[config.mk]
export PLATFORM = sky130hd
export DESIGN_NAME = hazard_stall_unit
export DESIGN_NICKNAME = d
export VERILOG_FILES = /design/src/rtl/hazard_stall_unit_pkg.sv /design/src/rtl/hazard_stall_unit_md_busy_tracker.sv /design/src/rtl/hazard_stall_unit.sv
export SDC_FILE = /design/constraint.sdc
export NUM_CORES = 1
export LEC_CHECK = 0
export CORE_UTILIZATION = 45
export CTS_CLUSTER_DIAMETER = 60
export DETAILED_ROUTE_END_ITERATION = 7
export PLACE_DENSITY = 0.75
export SLEW_MARGIN = 20
export SYNTH_ARGS = -nofsm -noshare
export SYNTH_HDL_FRONTEND = slang
export SYNTH_HIERARCHICAL = 1
export SYNTH_SLANG_ARGS = --single-unit
export TNS_END_PERCENT = 30
[constraint.sdc]
create_clock -name clk -period 4.3 [get_ports clk]
set_input_delay 0.86 -clock clk [delete_from_list [all_inputs] [get_ports clk]]
set_output_delay 0.86 -clock clk [all_outputs]
set_load 0.01 [all_outputs]
[src/rtl/hazard_stall_unit_pkg.sv]
// Shared types and defaults for the decode-stage hazard/stall controller.
package hazard_stall_unit_pkg;

  localparam int TNEW_W = 3;

  typedef enum logic [1:0] {
    MD_NONE = 2'd0,
    MD_MULT = 2'd1,
    MD_DIV  = 2'd2
  } md_op_e;

  function automatic md_op_e md_class(input logic start, input logic is_div);
    if (!start)  return MD_NONE;
    if (is_div)  return MD_DIV;
    return MD_MULT;
  endfunction

endpackage

[src/rtl/hazard_stall_unit_md_busy_tracker.sv]
// Multiply/divide unit busy countdown: cancel beats issue, issue beats decrement.
module md_busy_tracker
  import hazard_stall_unit_pkg::*;
#(
  parameter int MULT_LAT = 5,
  parameter int DIV_LAT  = 10
) (
  input  logic   clk,
  input  logic   reset,
  input  logic   cancel,
  input  logic   issue,
  input  md_op_e op,
  output logic   busy
);

  localparam int CNTW = $clog2(DIV_LAT + 1);

  logic [CNTW-1:0] count;
  logic [CNTW-1:0] count_next;

  // NOTE: the default assignment first keeps this block purely combinational (no latch).
  always_comb begin
    count_next = count;
    if (cancel)
      count_next = '0;
    else if (issue)
      count_next = (op == MD_DIV) ? CNTW'(DIV_LAT) : CNTW'(MULT_LAT);
    else if (count != '0)
      count_next = count - CNTW'(1);
  end

  // NOTE: state registers use non-blocking assignments so every flop samples pre-edge values.
  always_ff @(posedge clk or posedge reset) begin
    if (reset)
      count <= '0;
    else
      count <= count_next;
  end

  assign busy = (count != '0);

endmodule

[src/rtl/hazard_stall_unit.sv]
// RAW-hazard and MD-busy stall generation for the decode stage, with
// saturating stall-cycle counters.
module hazard_stall_unit
  import hazard_stall_unit_pkg::*;
#(
  parameter int NSTG     = 2,
  parameter int NRP      = 2,
  parameter int TW       = TNEW_W,
  parameter int MULT_LAT = 5,
  parameter int DIV_LAT  = 10,
  parameter int CW       = 32
) (
  input  logic              clk,
  input  logic              reset,
  input  logic              D_valid,
  input  logic [NRP*5-1:0]  D_ra,
  input  logic [NRP*TW-1:0] D_tuse,
  input  logic [NSTG*5-1:0] S_wa,
  input  logic [NSTG*TW-1:0] S_tnew,
  input  logic              D_md_use,
  input  logic              D_md_start,
  input  logic              D_md_div,
  input  logic              md_cancel,
  output logic              stall,
  output logic              md_busy,
  output logic [CW-1:0]     cnt_data,
  output logic [CW-1:0]     cnt_md
);

  logic [NRP*NSTG-1:0] hit;
  logic                data_hz;
  logic                md_hz;
  logic                issue;

  // One comparator per (read port, later stage); $0 never carries a dependency.
  for (genvar p = 0; p < NRP; p++) begin : g_port
    for (genvar s = 0; s < NSTG; s++) begin : g_stage
      assign hit[p*NSTG+s] = (D_ra[p*5 +: 5] != 5'd0)
                          && (D_ra[p*5 +: 5] == S_wa[s*5 +: 5])
                          && (D_tuse[p*TW +: TW] < S_tnew[s*TW +: TW]);
    end
  end

  assign data_hz = D_valid & (|hit);
  assign md_hz   = D_valid & D_md_use & md_busy;
  assign stall   = data_hz | md_hz;
  assign issue   = D_valid & D_md_start & ~stall;

  md_busy_tracker #(
    .MULT_LAT (MULT_LAT),
    .DIV_LAT  (DIV_LAT)
  ) u_md_busy_tracker (
    .clk    (clk),
    .reset  (reset),
    .cancel (md_cancel),
    .issue  (issue),
    .op     (md_class(D_md_start, D_md_div)),
    .busy   (md_busy)
  );

  // Counters saturate at all-ones rather than wrapping.
  always_ff @(posedge clk or posedge reset) begin
    if (reset) begin
      cnt_data <= '0;
      cnt_md   <= '0;
    end else begin
      if (data_hz && (cnt_data != '1))
        cnt_data <= cnt_data + CW'(1);
      if (md_hz && !data_hz && (cnt_md != '1))
        cnt_md <= cnt_md + CW'(1);
    end
  end

endmodule
==> impl_metrics.csv, run 1 <==
group,metric,value,unit
run_status,status,"finished, final reports clean",
detailed_routing,wl_met1,4370,µm
setup_path,crit_family,"buffers and inverters",
sta,post-route-min-period,4.012,ns
setup_path,worstPathRequired,3.44,ns
final_layout,antenna_cells,0,
detailed_routing,route.met3.wl,458,µm
logic_synthesis,yosys_warnings,6,
floorplanning,io_pins,105,
clock_tree,ctsRootBufferMaster,"clkbuf_8",
floorplanning,rows,34,
setup_path,cp_slowest_cell,"clkdlybuf4s50_1",
detailed_routing,drc_errors,0,
sta,max_slew_margin,45.53,%
sta,finalSetupViolCount,0,
clock_tree,clock_sinks,68,
clock_tree,path_clk_slew,0.07,ns
sta,hold_slack,0.4889,ns
final_layout,syn_to_final_growth,32.91,%
logic_synthesis,async_flop_share,100.0,%
logic_synthesis,synth_cells,404,
floorplanning,chipHeight,96.73,µm
placed_design,dpl.hpwl,7015,µm
global_route,grt_pass1_vias,3479,
setup_path,max_stage_delay,0.56,ns
detailed_routing,ant_nets,0,
power,ir_drop,0.2081,mV
detailed_routing,vias,3490,
setup_path,critPathBufInv,3,
detailed_routing,viasPerCell,5.611,
sta,finClkSkew,0.01364,ns
global_route,antenna_found_initial,0,
floorplanning,fp.dieW,96.73,µm
setup_path,end_kind,"output port",
sta,worst_pin_slew,0.8161,ns
sta,finalCritPeriodShare,93.31,%
clock_tree,numCtsBuffers,9,
global_route,grt_max_degree,64,
setup_path,crit_chain,"clkdlybuf4s50_1 > inv_1 > ha_1 > o21ai_0 > a21oi_1 > nor4_1 > o22a_1 > nor2_4 > a21boi_1 > clkdlybuf4s50_1",
floorplanning,die-area,9356,µm²
detailed_routing,met2_length,4756,µm
setup_path,path_class,"input pin to output port",
final_layout,nets,559,
logic_synthesis,ys_types,53,
detailed_routing,topRoutingLayerUsed,"met4",
global_route,grt_pass1_wl,16630,µm
placed_design,port_buffers,104,
job,max_cap_viol_count,0,
logic_synthesis,seq_area_frac_synth,42.14,%
clock_tree,post-cts-setup-buffer-count,0,
global_route,grt-ovfl-total,0,
floorplanning,start_util,46.30,%
sta,hold_viol,0,
floorplanning,coreArea,8721,µm²
setup_path,arrival,3.15,ns
logic_synthesis,ys.flop_type,"dfrtp_1",
power,power_density,325.8,nW/µm²
clock_tree,h-tree-depth,3,
detailed_routing,wire_per_inst,15.55,µm
power,leakagePower,2.324,nW
detailed_routing,firstDrtPassIters,5,
final_layout,layout-drive-gt1-share,9.144,%
logic_synthesis,syn_nets,454,
setup_path,crit_top_cell,"clkdlybuf4s50_1",
setup_path,start_kind,"input pin",
global_route,grtUsageTotal,21.38,%
min_path,hp-class,"register to register",
logic_synthesis,synth_seq_cells,68,
detailed_routing,wirelength,9670,µm
clock_tree,clkLatencyLatePin,0.34,ns
sta,fin_tns_setup,0,ns
logic_synthesis,syn_area,4038,µm²
logic_synthesis,avgSynthCellArea,9.994,µm²
setup_path,worstPathMaxFanout,2,
sta,slew_viol_final,0,
sta,rsz0062_at_grt,"no",
placed_design,place_congestion,0.8906,
logic_synthesis,synth_edf_count,0,
detailed_routing,dr.first_iter.drc_count,88,
clock_tree,cts_tree,"yes",
sta,fmax,249.2,MHz
clock_tree,clockBufferDepth,2,
[cells in the mapped netlist, types with 2 or more instances]
cell	instances	share of area, %
and4_1	6	1.3
nor4b_1	2	0.43
nand3b_1	3	0.56
o221ai_1	3	0.65
xor2_1	39	8.5
nor2_1	19	1.8
nand2b_1	4	0.62
clkbuf_1	9	0.84
a21oi_1	3	0.37
nor3_1	12	1.5
nand4_1	21	3.3
and3_2	3	0.56
mux2_2	3	0.84
inv_1	14	1.3
o21ai_0	2	0.25
dfrtp_1	68	42
nand2_1	27	2.5
nand4b_1	2	0.43
or4_1	2	0.37
nand4_2	2	0.62
ha_1	11	3.4
or3_1	4	0.62
and3_1	20	3.1
nand3_2	8	2.0
xnor2_1	42	9.1
nand3_1	23	2.9
nor4_1	26	4.0
[per-stage QoR]
| step | instances | cell area (µm²) | worst slack (ns) | power, W | utilization, % |
|---|---|---|---|---|---|
| 2_1_floorplan | 404 | 4038 | 1.086 | 0.001013 | - |
| 4_1_cts | 622 | 5365 | 0.2389 | 0.001763 | 61.52 |
| 5_1_grt | 622 | 5366 | 0.05070 | 0.001845 | 61.54 |
| 3_5_place_dp | 606 | 5155 | 0.2457 | 0.001212 | 59.11 |
| 3_3_place_gp | 606 | 5155 | 0.3109 | 0.001195 | 59.11 |
| 6_report | 622 | 5366 | 0.2876 | 0.001748 | 61.54 |
[power by group]
group | switching [W] | leakage [nW] | internal (W)
combinational | 0.000207 | 1.30 | 0.000227
clock | 0.000246 | 0.102 | 0.000301
sequential | 0.0000777 | 0.925 | 0.000690
total | 0.000531 | 2.32 | 0.00122
[metal layers]
metal / GRT usage, % / up-vias
li1: - / 1666
met2: 34.24 / 90
met1: 28.89 / 1724
met4: 7.233 / 0
met3: 4.408 / 10
met5: 0 / -
[final timing paths]
kind | from | end | slack (ns) | cells after the start
max | S_tnew[4] | stall | 0.29 | 10
min | cnt_data[28] | cnt_data[28] | 0.49 | 1
max reg2reg | cnt_md[4] | cnt_md[1] | 1.27 | 7
min reg2reg | cnt_data[28] | cnt_data[28] | 0.49 | 1
max in group asynchronous | reset | cnt_data[24] | 2.55 | 3
min in group asynchronous | reset | u_md_busy_tracker/count[3] | 0.77 | 2
[final cells by class]
class                      instances  area [µm²]
fill                             739        3354
sequential                        68        1702
clock inverter                     5       58.81
inverter                          14       53.80
multi-input combinational        309        2202
clock buffer                      11       151.4
timing repair buffer             107        1064
tap                              108       135.1
[worst reg2reg max path: cells and delay by family (launching register included)]
| family | cells | cell delay, ns |
|---|---|---|
| multiplexers | 1 | 0.34 |
| flip-flops | 1 | 0.45 |
| AND/OR/NAND/NOR | 6 | 2.12 |
[logic make-up after synthesis]
kind of cell | Yosys count | share of synthesized area, %
mux | 4 | 1.085
buf+inv | 27 | 3.440
xor+xnor | 81 | 17.57
simple gates | 198 | 29.66
compound gates | 15 | 2.696
flops | 68 | 42.14
fa+ha+maj | 11 | 3.409
[placed cells by master (no fill, tap or decap), types with 3 or more instances in the layout]
cell             Yosys  final
and3_2               3      3
and3_1              20     20
nand4_1             21     21
mux2_2               3      3
nor2_1              19     19
nand3b_1             3      3
xnor2_1             42     42
o221ai_1             3      3
nand3_1             23     23
and4_1               6      6
nand3_2              8      8
nor3_1              12     12
or3_1                4      4
dfrtp_1             68     68
clkdlybuf4s50_1      0    104
nand2b_1             4      4
a21oi_1              3      3
clkbuf_8             1     11
inv_1               14     13
nand2_1             27     27
xor2_1              39     39
nor4_1              26     26
ha_1                11     11
buf_4                1      3
[registers in the layout, summed over array words and instances (netlist names)]
register and count:
cnt_md 32, cnt_data 32, u_md_busy_tracker/count 4
[timing repair]
action                     CTS  global route
gates resized for setup      0             1
setup endpoints to repair    0             1
hold buffers                 0             0
No activity file was read; power rests on OpenSTA's default activity.
==> inputs of run 2 (changes only) <==
--- a/config.mk
+++ b/config.mk
@@ -9,6 +9,7 @@
 export CTS_CLUSTER_DIAMETER = 60
 export DETAILED_ROUTE_END_ITERATION = 7
 export PLACE_DENSITY = 0.75
+export REMOVE_ABC_BUFFERS = 1
 export SLEW_MARGIN = 20
 export SYNTH_ARGS = -nofsm -noshare
 export SYNTH_HDL_FRONTEND = slang
==> run 2 against run 1 <==
Against the previous run: via count grew 0.34%; global-route usage grew 0.32 points; utilization decreased by 0.13 points; register-to-register slack improved by 0.03 ns; flip-flop and latch count is the same; first-iteration DRC count rose by 73%; worst hold slack better by 0.0043 ns; fmax increased by 1.7%; combinational power hardly changed; largest cell class unchanged; cell count is the same; sequential share of layout area grew 0.067 points.
==> impl_metrics.csv, run 2 (same netlist as run 1, synthesis figures left out) <==
group,metric,value,unit
run_status,status,"finished, final reports clean",
final_layout,final_cell_mix,"104 x clkdlybuf4s50_1, 68 x dfrtp_1, 42 x xnor2_1, 39 x xor2_1, 27 x nand2_1",
power,pwr-share-seq,44.1,%
floorplanning,rows,34,
sta,slew_viol_final,0,
sta,finClkSkew,0.01464,ns
setup_path,start_kind,"input pin",
clock_tree,clockBufferDepth,2,
final_layout,layout_commonest_cell,"clkdlybuf4s50_1",
sta,rsz0062_at_grt,"no",
final_layout,syn_to_final_growth,32.63,%
setup_path,critPathBufInv,3,
clock_tree,path_clk_slew,0.09,ns
sta,worst_pin_slew,0.8569,ns
power,p_int,0.001187,W
sta,fin_tns_setup,0,ns
final_layout,layout-drive-gt1-share,9.144,%
clock_tree,h-tree-depth,3,
detailed_routing,dr.first_iter.drc_count,152,
clock_tree,ctsRootBufferMaster,"clkbuf_8",
placed_design,port_buffers,104,
sta,hold_viol,0,
power,p_sw_share,31.48,%
final_layout,antenna_cells,0,
sta,post-route-min-period,3.944,ns
power,ir_drop,0.2430,mV
global_route,grt_pass1_wl,16730,µm
detailed_routing,wire_per_inst,15.91,µm
detailed_routing,ant_nets,0,
setup_path,end_kind,"output port",
job,max_cap_viol_count,0,
clock_tree,cts_resized,0,
clock_tree,clock_sinks,68,
setup_path,arrival,3.08,ns
final_layout,nets,559,
final_layout,fill_cells,721,
floorplanning,die-area,9356,µm²
power,clkPwrFrac,30.9,%
power,combPwrFrac,25.1,%
floorplanning,fp.dieW,96.73,µm
floorplanning,start_util,46.30,%
sta,fmax,253.5,MHz
detailed_routing,vias,3502,
placed_design,dpl.hpwl,7103,µm
detailed_routing,viasPerCell,5.630,
detailed_routing,firstDrtPassIters,6,
sta,max_slew_margin,42.79,%
setup_path,crit_chain,"clkdlybuf4s50_1 > inv_1 > ha_1 > o21ai_0 > nor2_1 > nor4_1 > o22a_1 > nor2_4 > a21boi_0 > clkdlybuf4s50_1",
clock_tree,clkLatencyLatePin,0.34,ns
power,p_sw,0.0005454,W
setup_path,worstPathRequired,3.44,ns
setup_path,path_class,"input pin to output port",
sta,hold_slack,0.4931,ns
power,leakagePower,2.317,nW
setup_path,crit_top_cell,"clkdlybuf4s50_1",
power,power_density,323.5,nW/µm²
min_path,hp-class,"register to register",
global_route,grt_pass1_vias,3445,
sta,finalCritPeriodShare,91.72,%
clock_tree,cts_hold_buf,0,
floorplanning,chipHeight,96.73,µm
clock_tree,cts_tree,"yes",
setup_path,cp_slowest_cell,"clkdlybuf4s50_1",
sta,finalSetupViolCount,0,
setup_path,crit_family,"buffers and inverters",
global_route,grtUsageTotal,21.70,%
clock_tree,numCtsBuffers,9,
detailed_routing,wirelength,9898,µm
global_route,antenna_found_initial,0,
detailed_routing,drc_errors,0,
placed_design,place_congestion,0.9306,
final_layout,reg_top3,"cnt_data (32), cnt_md (32), u_md_busy_tracker/count (4)",
setup_path,max_stage_delay,0.56,ns
setup_path,worstPathMaxFanout,2,
global_route,grt-ovfl-total,0,
floorplanning,coreArea,8721,µm²
global_route,grt_max_degree,64,
floorplanning,io_pins,105,
clock_tree,post-cts-setup-buffer-count,0,
## run 2: changes by cell type in the layout (fill, tap and decap cells not counted)
cell	previous run	this run
clkinv_4	0	2
inv_2	0	1
clkbuf_8	11	9
clkinv_2	2	1
a21boi_0	0	1
a21boi_1	1	0
## run 2: power groups by stage
stage | combinational (W) | sequential, W | clock (W)
2_1_floorplan | 0.000225 | 0.000774 | 0
3_3_place_gp | 0.000424 | 0.000771 | 0
3_5_place_dp | 0.000436 | 0.000775 | 0
4_1_cts | 0.000438 | 0.000763 | 0.000547
5_1_grt | 0.000483 | 0.000776 | 0.000577
6_report | 0.000435 | 0.000763 | 0.000535
## run 2: per-layer routing
metal | routed length [µm] | GRT usage [%] | up-vias
li1 | - | - | 1672
met3 | 432 | 4.191 | 6
met4 | 78 | 6.200 | 0
met5 | 0 | 0 | -
met2 | 4843 | 36.08 | 95
met1 | 4544 | 28.83 | 1729
## run 2: worst register-to-register path, cell delays in order, from the launching register on
cell,delay [ns]
dfrtp_1,0.45
and4_4,0.28
nand4_2,0.15
or2_4,0.28
or4_4,0.55
or3_1,0.63
nand3_2,0.21
mux2_2,0.34
## run 2: final timing paths
kind,endpoint,slack (ns),cells after the start,startpoint
max in group asynchronous,cnt_md[18],2.39,3,reset
worst max register to register,cnt_md[1],1.30,7,cnt_md[4]
worst min-delay path,cnt_data[20],0.49,1,cnt_data[20]
worst max-delay path,stall,0.36,10,S_tnew[1]
worst min register to register,cnt_data[20],0.49,1,cnt_data[20]
min in group asynchronous,u_md_busy_tracker/count[2],0.76,2,reset
## run 2: final cells by class
cell class / count / area (µm²) / share of cell area, %
sequential: 68 / 1702 / 31.78
tap: 108 / 135.1 / 2.523
timing repair buffer: 107 / 1064 / 19.86
inverter: 14 / 52.55 / 0.9813
clock buffer: 9 / 123.9 / 2.313
clock inverter: 7 / 76.32 / 1.425
multi-input combinational: 309 / 2202 / 41.12
## run 2: metrics by stage
stage / power, W / area, µm² / utilization [%] / setup slack, ns / std cells
4_1_cts: 0.001748 / 5355 / 61.41 / 0.3558 / 622
2_1_floorplan: 0.0009996 / 3951 / - / 0.1552 / 391
3_5_place_dp: 0.001211 / 5155 / 59.11 / 0.3714 / 606
5_1_grt: 0.001836 / 5355 / 61.41 / 0.1906 / 622
6_report: 0.001733 / 5355 / 61.41 / 0.3560 / 622
3_3_place_gp: 0.001196 / 5155 / 59.11 / 0.3570 / 606
